### config.mk
export PLATFORM = sky130hd
export DESIGN_NAME = fir_decim_avg_buffer
export DESIGN_NICKNAME = d
export VERILOG_FILES = /design/src/rtl/fir_pkg.sv /design/src/rtl/sync_fifo.sv /design/src/rtl/fir_decim_avg_buffer.sv
export SDC_FILE = /design/constraint.sdc
export NUM_CORES = 1
export LEC_CHECK = 0
export BUFFER_PORTS_ARGS = -buffer_cell sky130_fd_sc_hd__buf_2
export CORE_ASPECT_RATIO = 0.7
export CORE_UTILIZATION = 30
export DETAILED_ROUTE_END_ITERATION = 8
export GPL_TIMING_DRIVEN = 0
export PLACE_DENSITY = 0.55
export SYNTH_ARGS = -nofsm -noshare
export SYNTH_HDL_FRONTEND = slang
export SYNTH_SLANG_ARGS = --single-unit
### constraint.sdc
create_clock -name clk -period 4.8 [get_ports clk]
set_input_delay 0.96 -clock clk [delete_from_list [all_inputs] [get_ports clk]]
set_output_delay 0.96 -clock clk [all_outputs]
set_load 0.05 [all_outputs]
### src/rtl/fir_pkg.sv
// Shared types and helpers for the FIR post-processing chain.
package fir_pkg;
    localparam int DATA_W = 16;

    typedef logic signed [DATA_W-1:0] sample_t;

    function automatic int clog2_f(input int n);
        int r;
        r = 0;
        for (int i = 0; i < 31; i++) begin
            if ((1 << i) < n) begin
                r = i + 1;
            end
        end
        return r;
    endfunction
endpackage

### src/rtl/sync_fifo.sv
// Synchronous FIFO with a registered head word: dout is valid the cycle after the
// word becomes the head, with no combinational path from din to dout.
module sync_fifo
    import fir_pkg::*;
#(
    parameter int DATA_W = fir_pkg::DATA_W,
    parameter int DEPTH  = 8
) (
    input  logic                      clk,
    input  logic                      resetn,
    input  logic                      push,
    input  logic [DATA_W-1:0]         din,
    input  logic                      pop,
    output logic [DATA_W-1:0]         dout,
    output logic [clog2_f(DEPTH):0]   level,
    output logic                      full,
    output logic                      empty
);
    localparam int AW = clog2_f(DEPTH);

    logic [DATA_W-1:0] mem [DEPTH];
    logic [AW-1:0]     wr_ptr_reg;
    logic [AW-1:0]     rd_ptr_reg;
    logic [AW-1:0]     rd_ptr_next;
    logic [AW:0]       level_reg;
    logic [DATA_W-1:0] head_reg;
    logic              do_push;
    logic              do_pop;

    assign full        = (level_reg == (AW+1)'(DEPTH));
    assign empty       = (level_reg == '0);
    assign do_pop      = pop && !empty;
    // A full FIFO still accepts a push when the head leaves on the same edge.
    assign do_push     = push && (!full || do_pop);
    assign rd_ptr_next = rd_ptr_reg + 1'b1;

    always_ff @(posedge clk) begin
        if (do_push) begin
            mem[wr_ptr_reg] <= din;
        end
    end

    always_ff @(posedge clk) begin
        if (!resetn) begin
            wr_ptr_reg <= '0;
            rd_ptr_reg <= '0;
            level_reg  <= '0;
            head_reg   <= '0;
        end else begin
            if (do_push) begin
                wr_ptr_reg <= wr_ptr_reg + 1'b1;
            end
            if (do_pop) begin
                rd_ptr_reg <= rd_ptr_next;
            end
            case ({do_push, do_pop})
                2'b10:   level_reg <= level_reg + 1'b1;
                2'b01:   level_reg <= level_reg - 1'b1;
                default: level_reg <= level_reg;
            endcase
            // The incoming word becomes head directly when nothing older remains.
            if (do_push && (empty || (do_pop && level_reg == (AW+1)'(1)))) begin
                head_reg <= din;
            end else if (do_pop) begin
                head_reg <= mem[rd_ptr_next];
            end
        end
    end

    assign dout  = head_reg;
    assign level = level_reg;
endmodule

### src/rtl/fir_decim_avg_buffer.sv
// Block-averages DECIM consecutive FIR samples (round-half-up) and buffers the
// decimated results in a FIFO with a valid/ready read port and sticky overflow flag.
module fir_decim_avg_buffer
    import fir_pkg::*;
#(
    parameter int DATA_W = fir_pkg::DATA_W,
    parameter int DECIM  = 4,
    parameter int DEPTH  = 8
) (
    input  logic                      clk,
    input  logic                      resetn,
    input  logic                      in_valid,
    input  logic [DATA_W-1:0]         in_data,
    output logic                      out_valid,
    input  logic                      out_ready,
    output logic [DATA_W-1:0]         out_data,
    output logic [clog2_f(DEPTH):0]   level,
    output logic                      overflow,
    input  logic                      clear_ovf
);
    localparam int LOG2_D = clog2_f(DECIM);
    localparam int PH_W   = (LOG2_D > 0) ? LOG2_D : 1;
    localparam int ACC_W  = DATA_W + LOG2_D;

    logic [PH_W-1:0]         phase_reg;
    logic signed [ACC_W-1:0] acc_reg;
    logic signed [ACC_W-1:0] in_ext;
    logic signed [ACC_W-1:0] sum;
    logic signed [ACC_W-1:0] rounded;
    logic [DATA_W-1:0]       avg;
    logic                    last;
    logic                    push;
    logic                    pop;
    logic                    full;
    logic                    empty;
    logic                    drop;
    logic                    overflow_reg;

    assign in_ext  = ACC_W'($signed(in_data));
    assign last    = (phase_reg == PH_W'(DECIM - 1));
    // Phase 0 starts a fresh group, so the stale accumulator is ignored there.
    assign sum     = (phase_reg == '0) ? in_ext : (acc_reg + in_ext);
    // The rounded sum cannot overflow ACC_W: the +DECIM/2 bias never exceeds DECIM-1.
    assign rounded = (sum + ACC_W'(DECIM / 2)) >>> LOG2_D;
    assign avg     = DATA_W'(rounded);
    assign push    = in_valid && last;
    assign pop     = out_valid && out_ready;
    assign drop    = push && full && !pop;

    always_ff @(posedge clk) begin
        if (!resetn) begin
            phase_reg    <= '0;
            acc_reg      <= '0;
            overflow_reg <= 1'b0;
        end else begin
            if (in_valid) begin
                acc_reg   <= sum;
                phase_reg <= last ? '0 : phase_reg + 1'b1;
            end
            if (drop) begin
                overflow_reg <= 1'b1;
            end else if (clear_ovf) begin
                overflow_reg <= 1'b0;
            end
        end
    end

    sync_fifo #(
        .DATA_W (DATA_W),
        .DEPTH  (DEPTH)
    ) u_fifo (
        .clk    (clk),
        .resetn (resetn),
        .push   (push),
        .din    (avg),
        .pop    (pop),
        .dout   (out_data),
        .level  (level),
        .full   (full),
        .empty  (empty)
    );

    assign out_valid = !empty;
    assign overflow  = overflow_reg;
endmodule

After elaboration in Yosys (flattened, before gate mapping) --
Memories as Yosys holds them, arrays and structs flattened. Cells that the tools add are included.
Cells by class: bitwise operators 0, add/sub/neg operators 7, multipliers 0, $lt $le $gt $ge 0, div/mod/pow operators 0, equal/unequal tests 5, multiplexer cells 9, shift operators 0, reduce and logical (&&, ||, !) cells 18
Operator list (count):
- $mux 16 | 2
- $add 18x16->18 | 1
- $add 18x3->18 const B | 1
- $mux 18 | 1
- $logic_and 1x1->1 | 8
- $pmux 4 s2 | 1
- $add 3x1->3 const B | 2
- $reduce_bool 2->1 | 3
- $add 4x1->4 const B | 1
- $eq 2x2->1 const B | 2
- $eq 4x1->1 const B | 1
- $eq 4x4->1 const B | 1
- $logic_not 4->1 | 1
- $mux 1 | 4
- $sub 4x1->4 const B | 1
- $logic_not 1->1 | 3
- $add 2x1->2 const B | 1
- $eq 2x1->1 const B | 1
- $logic_not 2->1 | 1
- $logic_or 1x1->1 | 2
- $mux 2 | 1
Storage, ports and cells: bits of input ports 21, memories kept 1, memory bits (writable) 128, latch bits 0, bits in registers 47, memory bits (read-only) 0, word-level logic and storage cells 47
Memories:
- u_fifo.mem | words 8, bits a word 16, read ports 1, clocked after memory_dff 0, wr ports 1, line sync_fifo.sv:21 | logic [DATA_W-1:0] mem [DEPTH];

Depth between registers and ports, before layout --
Gate-level depths: netlist (run 1).
word-level depth 8, gate-level depth with buffers 13, gate-level depth less buffers 13

Hierarchy --
A second synthesis (run 1) with hierarchy kept.
Unflattened totals: cell total of the unflattened synthesis 621, area total of the unflattened synthesis 8365.5 µm²
By module, submodules not included:
- sync_fifo | area each 5997.0 µm², cells an instance 323, instances 1
- fir_decim_avg_buffer | area each 2368.5 µm², cells an instance 298, instances 1

Worst setup path before layout (run 1) --
No wires, ideal clock.
path type input -> register, from input port in_data[0], to memory u_fifo.mem[0][14], data pin, path buffers 0, library setup time 0.231 ns, arrival 3.404 ns, cell stages on the path 12, setup slack 1.165 ns, cells stage by stage ha_1 > inv_1 > fa_1 > and2b_1 > o2111a_1 > o31a_1 > o31ai_4 > nand4_2 > a21oi_2 > nand2b_1 > or2_4 > xnor2_1
Between the ends: cells in the longest elaborated chain, start to end 3
Ends and longest elaborated chain:
- start, declared | line fir_decim_avg_buffer.sv:13 | input logic [DATA_W-1:0] in_data,
- $add 18x16->18 | line fir_decim_avg_buffer.sv:42 | assign sum = (phase_reg == '0) ? in_ext : (acc_reg + in_ext);
- $mux 18 (*) | line fir_decim_avg_buffer.sv:42
- $add 18x3->18 (*) | line fir_decim_avg_buffer.sv:44 | assign rounded = (sum + ACC_W'(DECIM / 2)) >>> LOG2_D;
- named net avg[14] | line fir_decim_avg_buffer.sv:30 | logic [DATA_W-1:0] avg;
- end, declared | line sync_fifo.sv:21
The timed path passes the listed nets; every way through them passes the cells marked *.

Worst setup path in the final report (run 1) --
from input port in_data[0], to memory u_fifo.mem[4][13], data pin
Same word-level chain as after synthesis.

==> results.json, run 1 <==
{
  "synthDominantAreaCellType": "edfxtp_1",
  "floorplan.rows": 50,
  "static-leakage-power_nw": 3.39,
  "ctsHoldBuffers": 0,
  "clock_sinks": 175,
  "critical_path_slowest_stage_cell": "xnor2_1",
  "final-seq-area_mm2": 0.00478,
  "postSynthNetCount": 694,
  "design_area_mm2": 0.00985,
  "synth.avg_cell_area_um2": 13.0,
  "critical_path_class": "primary input to flop",
  "top_level_port_count": 43,
  "ctsRootBufferMaster": "clkbuf_16",
  "worstSkewPairLatency_ns": 0.43,
  "p_switching_w": 0.00162,
  "sequentialPowerShare": 0.392,
  "mean_number_of_vias_per_cell": 5.05,
  "endpoint_kind": "flop",
  "headroom_to_the_max_slew_limit": 0.222,
  "start_util": 0.310,
  "max_freq_mhz": 248,
  "synth_edf_count": 128,
  "overflow": 0,
  "final_wirelength_um": 21300,
  "synth.top_cell.area_share": 0.456,
  "rsz0062_at_grt": "no",
  "most_frequent_cell_after_synthesis": "edfxtp_1",
  "placement.io_buffers": 42,
  "setup_violations": 0,
  "insertedDiodeCount": 0,
  "multi_input_area_mm2": 0.00345,
  "hold_path_end": "overflow",
  "core_area_mm2": 0.0272,
  "max_capacitance_violation_count": 0,
  "critPathMaxFanout": 9,
  "fill_cells": 2652,
  "tritoncts": "built",
  "totalNegativeSetupSlack_ns": 0,
  "grt_pass1_vias": 5301,
  "ys_async_sr_fraction": 0,
  "dpl_cell_area_mm2": 0.00928,
  "cp_cell_sequence": "buf_2 > ha_1 > inv_1 > fa_1 > and2b_1 > o2111a_1 > o31a_1 > o31ai_4 > nand4_2 > a211oi_2 > nand2_1 > xnor2_1",
  "cts-root-to-sink-buffers": 2,
  "internal-power_w": 0.00303,
  "fin_hold_ws_ns": 0.485,
  "yosys_register_bits": 175,
  "slew_at_the_pin_closest_to_its_max_slew_limit_ns": 1.16,
  "min_path_cells": 2,
  "run_status": "finished, final reports clean",
  "final-max-slew-violation-count": 0,
  "final.setup_skew_ns": 0.0127,
  "place.gp.congestion": 0.802,
  "synth.top_cells.by_area": "edfxtp_1, dfxtp_1, mux4_2",
  "cts_setup_buffers": 0,
  "dp_hpwl_um": 15300,
  "startpoint_of_the_most_critical_hold_path": "overflow",
  "die_area_mm2": 0.0288,
  "postSynth.topFlopCell": "edfxtp_1",
  "power_frac_comb": 0.320,
  "power.density_cell_area_mw_per_mm2": 472,
  "rrSetupSlack_ns": 1.06,
  "ir_worst_vdd_mv": 0.279,
  "grt_start_max_net_pins": 18,
  "max_ffs_per_register": 128,
  "number_of_resized_instances_in_the_post_cts_repair_step": 0,
  "finalWorstSetupSlack_ns": 0.765,
  "syn-cell-area_mm2": 0.00842,
  "finalCoreUtilization": 0.363,
  "global_route.usage.total": 0.152,
  "initial_antenna_violation_count": 0,
  "synth_cell_types": 75,
  "synth-seq-area-share": 0.568,
  "grt_first_pass_wirelength_um": 32400,
  "worstSetupStartpointType": "primary input",
  "number_of_cells_produced_by_synthesis": 646,
  "route.antenna.remaining_nets": 0,
  "drt-wirelength-per-cell_um": 19.5,
  "hold_viol_final": 0,
  "worst-r2r-cell-count": 11,
  "drive_gt1_frac": 0.221,
  "required_ns": 4.90,
  "die_h_um": 142,
  "layout_worst_path_cycle_share": 0.841,
  "die_width_um": 202,
  "ys.warnings.count": 0,
  "drt_drc": 0,
  "netSwitchingFraction": 0.349,
  "placement.setup.worst_slack_ns": 0.273,
  "final.min_clock_period_ns": 4.03,
  "delay_of_the_slowest_critical_path_stage_ns": 0.67,
  "critical_path.reg2reg.startpoint": "phase_reg[0]",
  "firstDrtPassIters": 7,
  "final_nets": 765,
  "post_synth_most_frequent_cells": "edfxtp_1, nor2_1, dfxtp_1, nand2_1, a21oi_1",
  "worst_setup_hold_path_clk_slew_ns": 0.06,
  "timing.hold.worst.class": "flop to flop",
  "cts_buffers": 17,
  "critical_path_arrival_ns": 4.14,
  "worst_reg2reg_endpoint": "u_fifo.mem[4][13]",
  "via_count": 5529,
  "areaGrowthSynthToFinish_pct": 16.9,
  "drt_initial_violations": 427,
  "clkPwrFrac": 0.288,
  "ctsHtreeMaxLevel": 4
}
-- stage by stage --
stage | cells | total power [W]
2_1_floorplan | 646 | 0.00297
3_3_place_gp | 1052 | 0.00333
3_5_place_dp | 1062 | 0.00335
4_1_cts | 1094 | 0.00469
5_1_grt | 1094 | 0.00488
6_report | 1094 | 0.00465
-- area by class of cell --
type / count / share of cell area
clock inverter: 14 / 0.0136
clock buffer: 18 / 0.0436
inverter: 16 / 0.00610
tap: 364 / 0.0463
timing repair buffer: 52 / 0.0381
sequential: 175 / 0.486
buffer: 34 / 0.0159
multi-input combinational: 421 / 0.351
-- how the worst max path moves through the flow --
stage | start | endpoint | slack [ns] | cells past startpoint
after floorplan | in_data[0] | u_fifo.mem[0][14] | 1.16 | 12
after global placement | out_ready | u_fifo.mem[1][12] | 0.14 | 5
after detailed placement | in_data[0] | u_fifo.mem[4][13] | 0.27 | 12
after CTS | in_data[0] | u_fifo.mem[1][13] | 0.70 | 12
after global routing | in_data[0] | u_fifo.mem[1][13] | 0.44 | 12
final | in_data[0] | u_fifo.mem[4][13] | 0.77 | 12
-- cell usage in the layout, fill, tap and decap left out, drive strengths merged, types with 15 or more instances in the layout --
cell    instances
a211oi         24
a21oi          36
buf            67
clkbuf         37
dfxtp          47
edfxtp        128
ha             26
inv            21
mux2i          32
mux4           32
nand2          38
nor2           72
o21ai          15
-- metal layers --
| layer | track usage | wire [um] | vias to the layer above |
|---|---|---|---|
| met5 | 0 | 0 | - |
| met3 | 0.0304 | 947 | 8 |
| met4 | 0.0289 | 144 | 0 |
| met1 | 0.232 | 11100 | 2760 |
| li1 | - | - | 2624 |
| met2 | 0.222 | 9120 | 137 |
-- power groups by stage --
| stage | clock network (W) | logic, W | registers (W) |
|---|---|---|---|
| after floorplan | 0 | 0.000924 | 0.00204 |
| after global placement | 0 | 0.00148 | 0.00185 |
| after detailed placement | 0 | 0.00149 | 0.00186 |
| after CTS | 0.00136 | 0.00150 | 0.00182 |
| after global routing | 0.00143 | 0.00162 | 0.00183 |
| final | 0.00134 | 0.00149 | 0.00182 |
-- cell families after synthesis --
logic type      Yosys count  synth area share
compound gates          122             0.108
xor+xnor                 24            0.0250
fa+ha+maj                27            0.0410
buf+inv                  50            0.0257
flops                   175             0.568
mux                      66             0.126
simple gates            182             0.106
-- worst max-delay path, delay by kind of cell --
kind,cells,cell delay (ns)
AO/OA/AOI/OAI,4,1.36
buffers and inverters,2,0.18
adder cells (fa/ha/maj),2,0.38
XOR/XNOR,1,0.67
AND/OR/NAND/NOR,3,0.58
Note: power is estimated with default switching activity, not from simulation.
==> inputs of run 2 (changes only) <==
--- a/config.mk
+++ b/config.mk
@@ -10,7 +10,7 @@
 export CORE_UTILIZATION = 30
 export DETAILED_ROUTE_END_ITERATION = 8
 export GPL_TIMING_DRIVEN = 0
-export PLACE_DENSITY = 0.55
+export PLACE_DENSITY = 0.56
 export SYNTH_ARGS = -nofsm -noshare
 export SYNTH_HDL_FRONTEND = slang
 export SYNTH_SLANG_ARGS = --single-unit
==> constraint.sdc (replaced) <==
create_clock -name clk -period 3.2 [get_ports clk]
set_input_delay 0.64 -clock clk [delete_from_list [all_inputs] [get_ports clk]]
set_output_delay 0.64 -clock clk [all_outputs]
set_load 0.05 [all_outputs]
==> run 2 against run 1 <==
The flow now finishes with violations (negative setup slack). Die area unchanged. Combinational power increased by 60%. Sequential share of layout area fell by 2.1 points. Count of clock-buffer cells in the layout rose by 6. Cell count grew 0.64%. Non-clock buffer count up 6. Sequential cell count unchanged. Final area up 4.5%. Critical endpoint is now u_fifo.mem[4][12]. Critical path type unchanged. Total power increased by 56%. First-iteration DRC count rose by 33%. Sequential power up 51%.
==> results.json, run 2 (synthesis results as in run 1) <==
{
  "drt_drc": 0,
  "final.setup_skew_ns": 0.00845,
  "tritoncts": "built",
  "initial_antenna_violation_count": 0,
  "placement.io_buffers": 42,
  "areaGrowthSynthToFinish_pct": 22.2,
  "cp_cell_sequence": "buf_2 > ha_4 > inv_2 > fa_2 > and2b_2 > o2111a_2 > o31a_1 > or3_1 > a31oi_4 > nor2_1 > and4b_1 > xnor2_2",
  "mean_number_of_vias_per_cell": 5.18,
  "power.density_cell_area_mw_per_mm2": 706,
  "worst-r2r-cell-count": 11,
  "internal-power_w": 0.00484,
  "place.gp.congestion": 0.829,
  "max_capacitance_violation_count": 0,
  "sequentialPowerShare": 0.377,
  "multi_input_area_mm2": 0.00375,
  "global_route.usage.total": 0.155,
  "p_switching_w": 0.00243,
  "commonest_cells_after_routing_fill_and_taps_aside": "edfxtp_1, nor2_1, buf_2",
  "grt_start_max_net_pins": 17,
  "critical_path.reg2reg.startpoint": "acc_reg[0]",
  "mostFrequentLayoutCell": "edfxtp_1",
  "path_depth": 12,
  "final.min_clock_period_ns": 3.34,
  "run_status": "finished with violations",
  "delay_of_the_slowest_critical_path_stage_ns": 0.41,
  "endpoint_kind": "flop",
  "max_ffs_per_register": 128,
  "worstSkewPairLatency_ns": 0.43,
  "overflow": 0,
  "route.antenna.remaining_nets": 0,
  "layout_worst_path_cycle_share": 1.05,
  "insertedDiodeCount": 0,
  "grt_first_pass_wirelength_um": 33000,
  "worst_reg2reg_endpoint": "u_fifo.mem[4][12]",
  "dp_hpwl_um": 15200,
  "critPathBufInv": 2,
  "fill_cells": 2639,
  "drive_gt1_frac": 0.269,
  "grt_pass1_vias": 5398,
  "final-seq-area_mm2": 0.00479,
  "ctsHoldBuffers": 0,
  "placement.setup.worst_slack_ns": -0.784,
  "max_freq_mhz": 299,
  "headroom_to_the_max_slew_limit": 0.335,
  "die_width_um": 202,
  "rrSetupSlack_ns": -0.14,
  "core_area_mm2": 0.0272,
  "drt_initial_violations": 566,
  "drt-wirelength-per-cell_um": 19.7,
  "critPathMaxFanout": 9,
  "power_frac_comb": 0.328,
  "final_nets": 772,
  "timing.critical_path.max_delay_family": "simple AND/OR/NAND/NOR gates",
  "cts_buffers": 17,
  "dpl_cell_area_mm2": 0.00935,
  "finalCoreUtilization": 0.379,
  "violated_checks": "negative setup slack",
  "critical_path.startpoint": "in_data[0]",
  "fin_hold_ws_ns": 0.495,
  "worstSetupStartpointType": "primary input",
  "start_util": 0.310,
  "clkPwrFrac": 0.295,
  "clock_sinks": 175,
  "crit_end": "u_fifo.mem[4][12]",
  "worst_setup_hold_path_clk_slew_ns": 0.06,
  "final_wirelength_um": 21600,
  "hold_viol_final": 0,
  "ctsHtreeMaxLevel": 4,
  "top_level_port_count": 43,
  "final-max-slew-violation-count": 0,
  "ir_worst_vdd_mv": 0.399,
  "required_ns": 3.39,
  "timing.hold.worst.class": "flop to flop",
  "slew_at_the_pin_closest_to_its_max_slew_limit_ns": 0.994,
  "die_h_um": 142,
  "netSwitchingFraction": 0.334,
  "critical_path_slowest_stage_cell": "or3_1",
  "design_area_mm2": 0.0103,
  "setup_violations": 32,
  "firstDrtPassIters": 5,
  "via_count": 5700,
  "cts-root-to-sink-buffers": 2,
  "rsz0062_at_grt": "yes",
  "critical_path_class": "primary input to flop",
  "floorplan.rows": 50,
  "ctsRootBufferMaster": "clkbuf_16",
  "die_area_mm2": 0.0288,
  "finalWorstSetupSlack_ns": -0.144,
  "critical_path_arrival_ns": 3.53,
  "static-leakage-power_nw": 3.56
}
run 2: cell count changes in the layout (fill, tap and decap cells not counted), moves of 5 or more:
cell        change
xor2_1          -6
inv_6           -6
clkinvlp_4      -5
xnor2_1         -9
xnor2_2         +6
run 2: repair_timing:
action	in CTS	in global routing
gates cloned	1	0
setup buffers	7	1
endpoints found under the setup margin	135	101
pin swaps	11	4
resized for setup	27	14
run 2: worst register-to-register path, delay by kind of cell (launching register included):
family	cells	cell delay (ns)
AOI/OAI and AO/OA	3	0.96
xor gates and xnor gates	1	0.35
adders and majority gates	2	0.36
buffers and inverters	1	0.06
DFF	1	0.34
and+or+nand+nor	4	1.02
run 2: power by group through the flow:
stage	registers, W	clock network [W]	logic (W)
floorplan	0.00307	0	0.00140
global placement	0.00279	0	0.00225
detailed placement	0.00279	0	0.00227
CTS	0.00274	0.00217	0.00237
global route	0.00275	0.00226	0.00259
finish	0.00274	0.00215	0.00238
run 2: metal layers:
layer / global-route usage / vias up / share of wire
met3: 0.0259 / 23 / 0.044
met5: 0 / - / 0
met4: 0.0483 / 0 / 0.012
li1: - / 2641 / -
met1: 0.236 / 2895 / 0.51
met2: 0.224 / 141 / 0.43
run 2: worst min path at each step:
| stage | slack, ns | cells past startpoint | startpoint | end |
|---|---|---|---|---|
| floorplan | 0.46 | 2 | u_fifo.wr_ptr_reg[0] | u_fifo.wr_ptr_reg[0] |
| global route | 0.52 | 2 | overflow | overflow |
| CTS | 0.49 | 2 | u_fifo.wr_ptr_reg[0] | u_fifo.wr_ptr_reg[0] |
| finish | 0.49 | 2 | u_fifo.wr_ptr_reg[0] | u_fifo.wr_ptr_reg[0] |
| detailed placement | 0.49 | 2 | u_fifo.wr_ptr_reg[0] | u_fifo.wr_ptr_reg[0] |
| global placement | 0.48 | 2 | u_fifo.wr_ptr_reg[0] | u_fifo.wr_ptr_reg[0] |
run 2: final cells by class:
class,instances,area share
plain buffers,33,0.0152
clock buffers,24,0.0478
clock inverters,8,0.0107
inverters,16,0.00583
multi-input cells,422,0.365
flip-flops and latches,175,0.465
well taps,364,0.0442
repair buffers,59,0.0463
run 2: stage by stage:
step | setup TNS [ns] | std cells | power, W
after floorplan | -0.157 | 646 | 0.00447
after global placement | -111.16 | 1052 | 0.00504
after detailed placement | -74.09 | 1061 | 0.00506
after CTS | -2.13 | 1100 | 0.00728
after global routing | -11.00 | 1101 | 0.00760
final | -3.01 | 1101 | 0.00726
==> inputs of run 3 (changes only) <==
--- a/config.mk
+++ b/config.mk
@@ -5,7 +5,7 @@
 export SDC_FILE = /design/constraint.sdc
 export NUM_CORES = 1
 export LEC_CHECK = 0
-export BUFFER_PORTS_ARGS = -buffer_cell sky130_fd_sc_hd__buf_2
+export BUFFER_PORTS_ARGS = -buffer_cell sky130_fd_sc_hd__buf_4
 export CORE_ASPECT_RATIO = 0.7
 export CORE_UTILIZATION = 30
 export DETAILED_ROUTE_END_ITERATION = 8
==> run 3 against run 2 <==
The run still ends with negative setup slack left. Non-clock buffer count is 9 higher. Clock power about the same. Total power up 2.1%. Sequential share of layout area shrank 1.4 points.
==> results.json, run 3 (synthesis results as in run 1) <==
{
  "run_status": "finished with violations",
  "violated_checks": "negative setup slack",
  "max_freq_mhz": 300,
  "drt_initial_violations": 512,
  "tritoncts": "built",
  "static-leakage-power_nw": 3.66,
  "cts_buffers": 17,
  "die_h_um": 142,
  "drive_gt1_frac": 0.298,
  "final_wirelength_um": 21600,
  "headroom_to_the_max_slew_limit": 0.322,
  "final.setup_skew_ns": 0.0111,
  "fin_hold_ws_ns": 0.489,
  "critical_path_class": "primary input to flop",
  "clock_sinks": 175,
  "insertedDiodeCount": 0,
  "finalWorstSetupSlack_ns": -0.130,
  "floorplan.rows": 50,
  "ctsHtreeMaxLevel": 4,
  "critPathMaxFanout": 4,
  "layout_worst_path_cycle_share": 1.04,
  "start_util": 0.310,
  "global_route.usage.total": 0.154,
  "hold_viol_final": 0,
  "final-max-slew-violation-count": 0,
  "endpoint_kind": "flop",
  "grt_pass1_vias": 5285,
  "place.gp.congestion": 0.820,
  "drt_drc": 0,
  "areaGrowthSynthToFinish_pct": 25.9,
  "mean_number_of_vias_per_cell": 5.10,
  "overflow": 0,
  "die_width_um": 202,
  "overall_power_w": 0.00741,
  "drt-wirelength-per-cell_um": 19.4,
  "worstSetupStartpointType": "primary input",
  "die_area_mm2": 0.0288,
  "setup_violations": 44,
  "final_nets": 781,
  "mostFrequentLayoutCell": "edfxtp_1",
  "grt_start_max_net_pins": 17,
  "core_area_mm2": 0.0272,
  "required_ns": 3.33,
  "worst_setup_hold_path_clk_slew_ns": 0.07,
  "cts-root-to-sink-buffers": 2,
  "timing.hold.worst.class": "flop to flop",
  "power.density_cell_area_mw_per_mm2": 699,
  "ctsRootBufferMaster": "clkbuf_16",
  "rsz0062_at_grt": "yes",
  "top_level_port_count": 43,
  "firstDrtPassIters": 5,
  "placement.io_buffers": 42,
  "grt_first_pass_wirelength_um": 32700,
  "critical_path_arrival_ns": 3.46,
  "final.min_clock_period_ns": 3.33,
  "initial_antenna_violation_count": 0,
  "commonest_cells_after_routing_fill_and_taps_aside": "edfxtp_1, nor2_1, buf_4",
  "slew_at_the_pin_closest_to_its_max_slew_limit_ns": 1.01,
  "totalNegativeSetupSlack_ns": -2.69,
  "max_capacitance_violation_count": 0,
  "ir_worst_vdd_mv": 0.396,
  "route.antenna.remaining_nets": 0,
  "max_ffs_per_register": 128,
  "via_count": 5661,
  "worstSkewPairLatency_ns": 0.44,
  "dp_hpwl_um": 15100
}
==> run 3: cell count changes in the layout (fill, tap and decap cells not counted), moves of 2 or more <==
cell	change
clkinv_4	+3
buf_4	+48
clkinv_1	-4
clkbuf_8	-2
buf_12	+2
xnor2_2	-3
buf_2	-41
clkinvlp_4	+4
clkbuf_1	-2
xnor2_4	+2
==> run 3: power by group <==
group | leakage, nW | internal (W) | total [W] | switching [W]
Clock | 0.289 | 0.00127 | 0.00217 | 0.000897
Sequential | 1.54 | 0.00265 | 0.00275 | 0.0000932
Combinational | 1.83 | 0.000992 | 0.00250 | 0.00150
Total | 3.66 | 0.00492 | 0.00741 | 0.00250
==> run 3: path summary, 6_finish.rpt <==
check | cells past startpoint | slack (ns) | start | endpoint
setup / recovery | 13 | -0.13 | in_data[0] | u_fifo.mem[7][15]
hold / removal | 2 | 0.49 | u_fifo.wr_ptr_reg[0] | u_fifo.wr_ptr_reg[0]
setup reg to reg | 12 | -0.12 | acc_reg[0] | u_fifo.mem[7][15]
hold reg to reg | 2 | 0.49 | u_fifo.wr_ptr_reg[0] | u_fifo.wr_ptr_reg[0]
==> run 3: layout make-up <==
type,instances,area (um2)
buffer,33,156
tap,364,455
timing repair buffer,68,672
clock inverter,12,160
sequential,175,4790
fill,2554,16500
clock buffer,20,457
inverter,16,60.1
multi-input combinational,422,3850
==> run 3: layer usage <==
| metal | up-vias | wire (um) | GRT usage |
|---|---|---|---|
| li1 | 2662 | - | - |
| met1 | 2824 | 11100 | 0.239 |
| met2 | 164 | 9240 | 0.218 |
| met3 | 11 | 1160 | 0.0337 |
| met4 | 0 | 111 | 0.0297 |
| met5 | - | 0 | 0 |
==> run 3: through the flow <==
step                      utilization  cells  instance area [um2]  setup WS, ns
after global placement          0.341   1052                 9250        -0.952
after CTS                       0.378   1099                10300        -0.146
after detailed placement        0.348   1061                 9440        -0.799
after floorplan                     -    646                 8480       -0.0541
after global routing            0.391   1110                10600        -0.228
final                           0.391   1110                10600        -0.130
==> run 3: critical path, stage by stage <==
cell      delay [ns]
buf_4           0.13
ha_4            0.18
inv_2           0.05
fa_2            0.19
and2b_2         0.24
o2111a_2        0.29
o31a_1          0.28
o31ai_4         0.45
nand4_4         0.18
a211oi_4        0.29
nand4_1         0.15
buf_6           0.18
xor2_2          0.19
==> run 3: timing repair <==
action | 4_1_cts | 5_1_grt
buffers inserted | 6 | 11
cloned | 1 | 0
setup endpoints to repair | 134 | 110
pin swaps | 12 | 19
hold buffers | 0 | 0
endpoints found under the hold margin | 0 | 0
resized for setup | 21 | 38
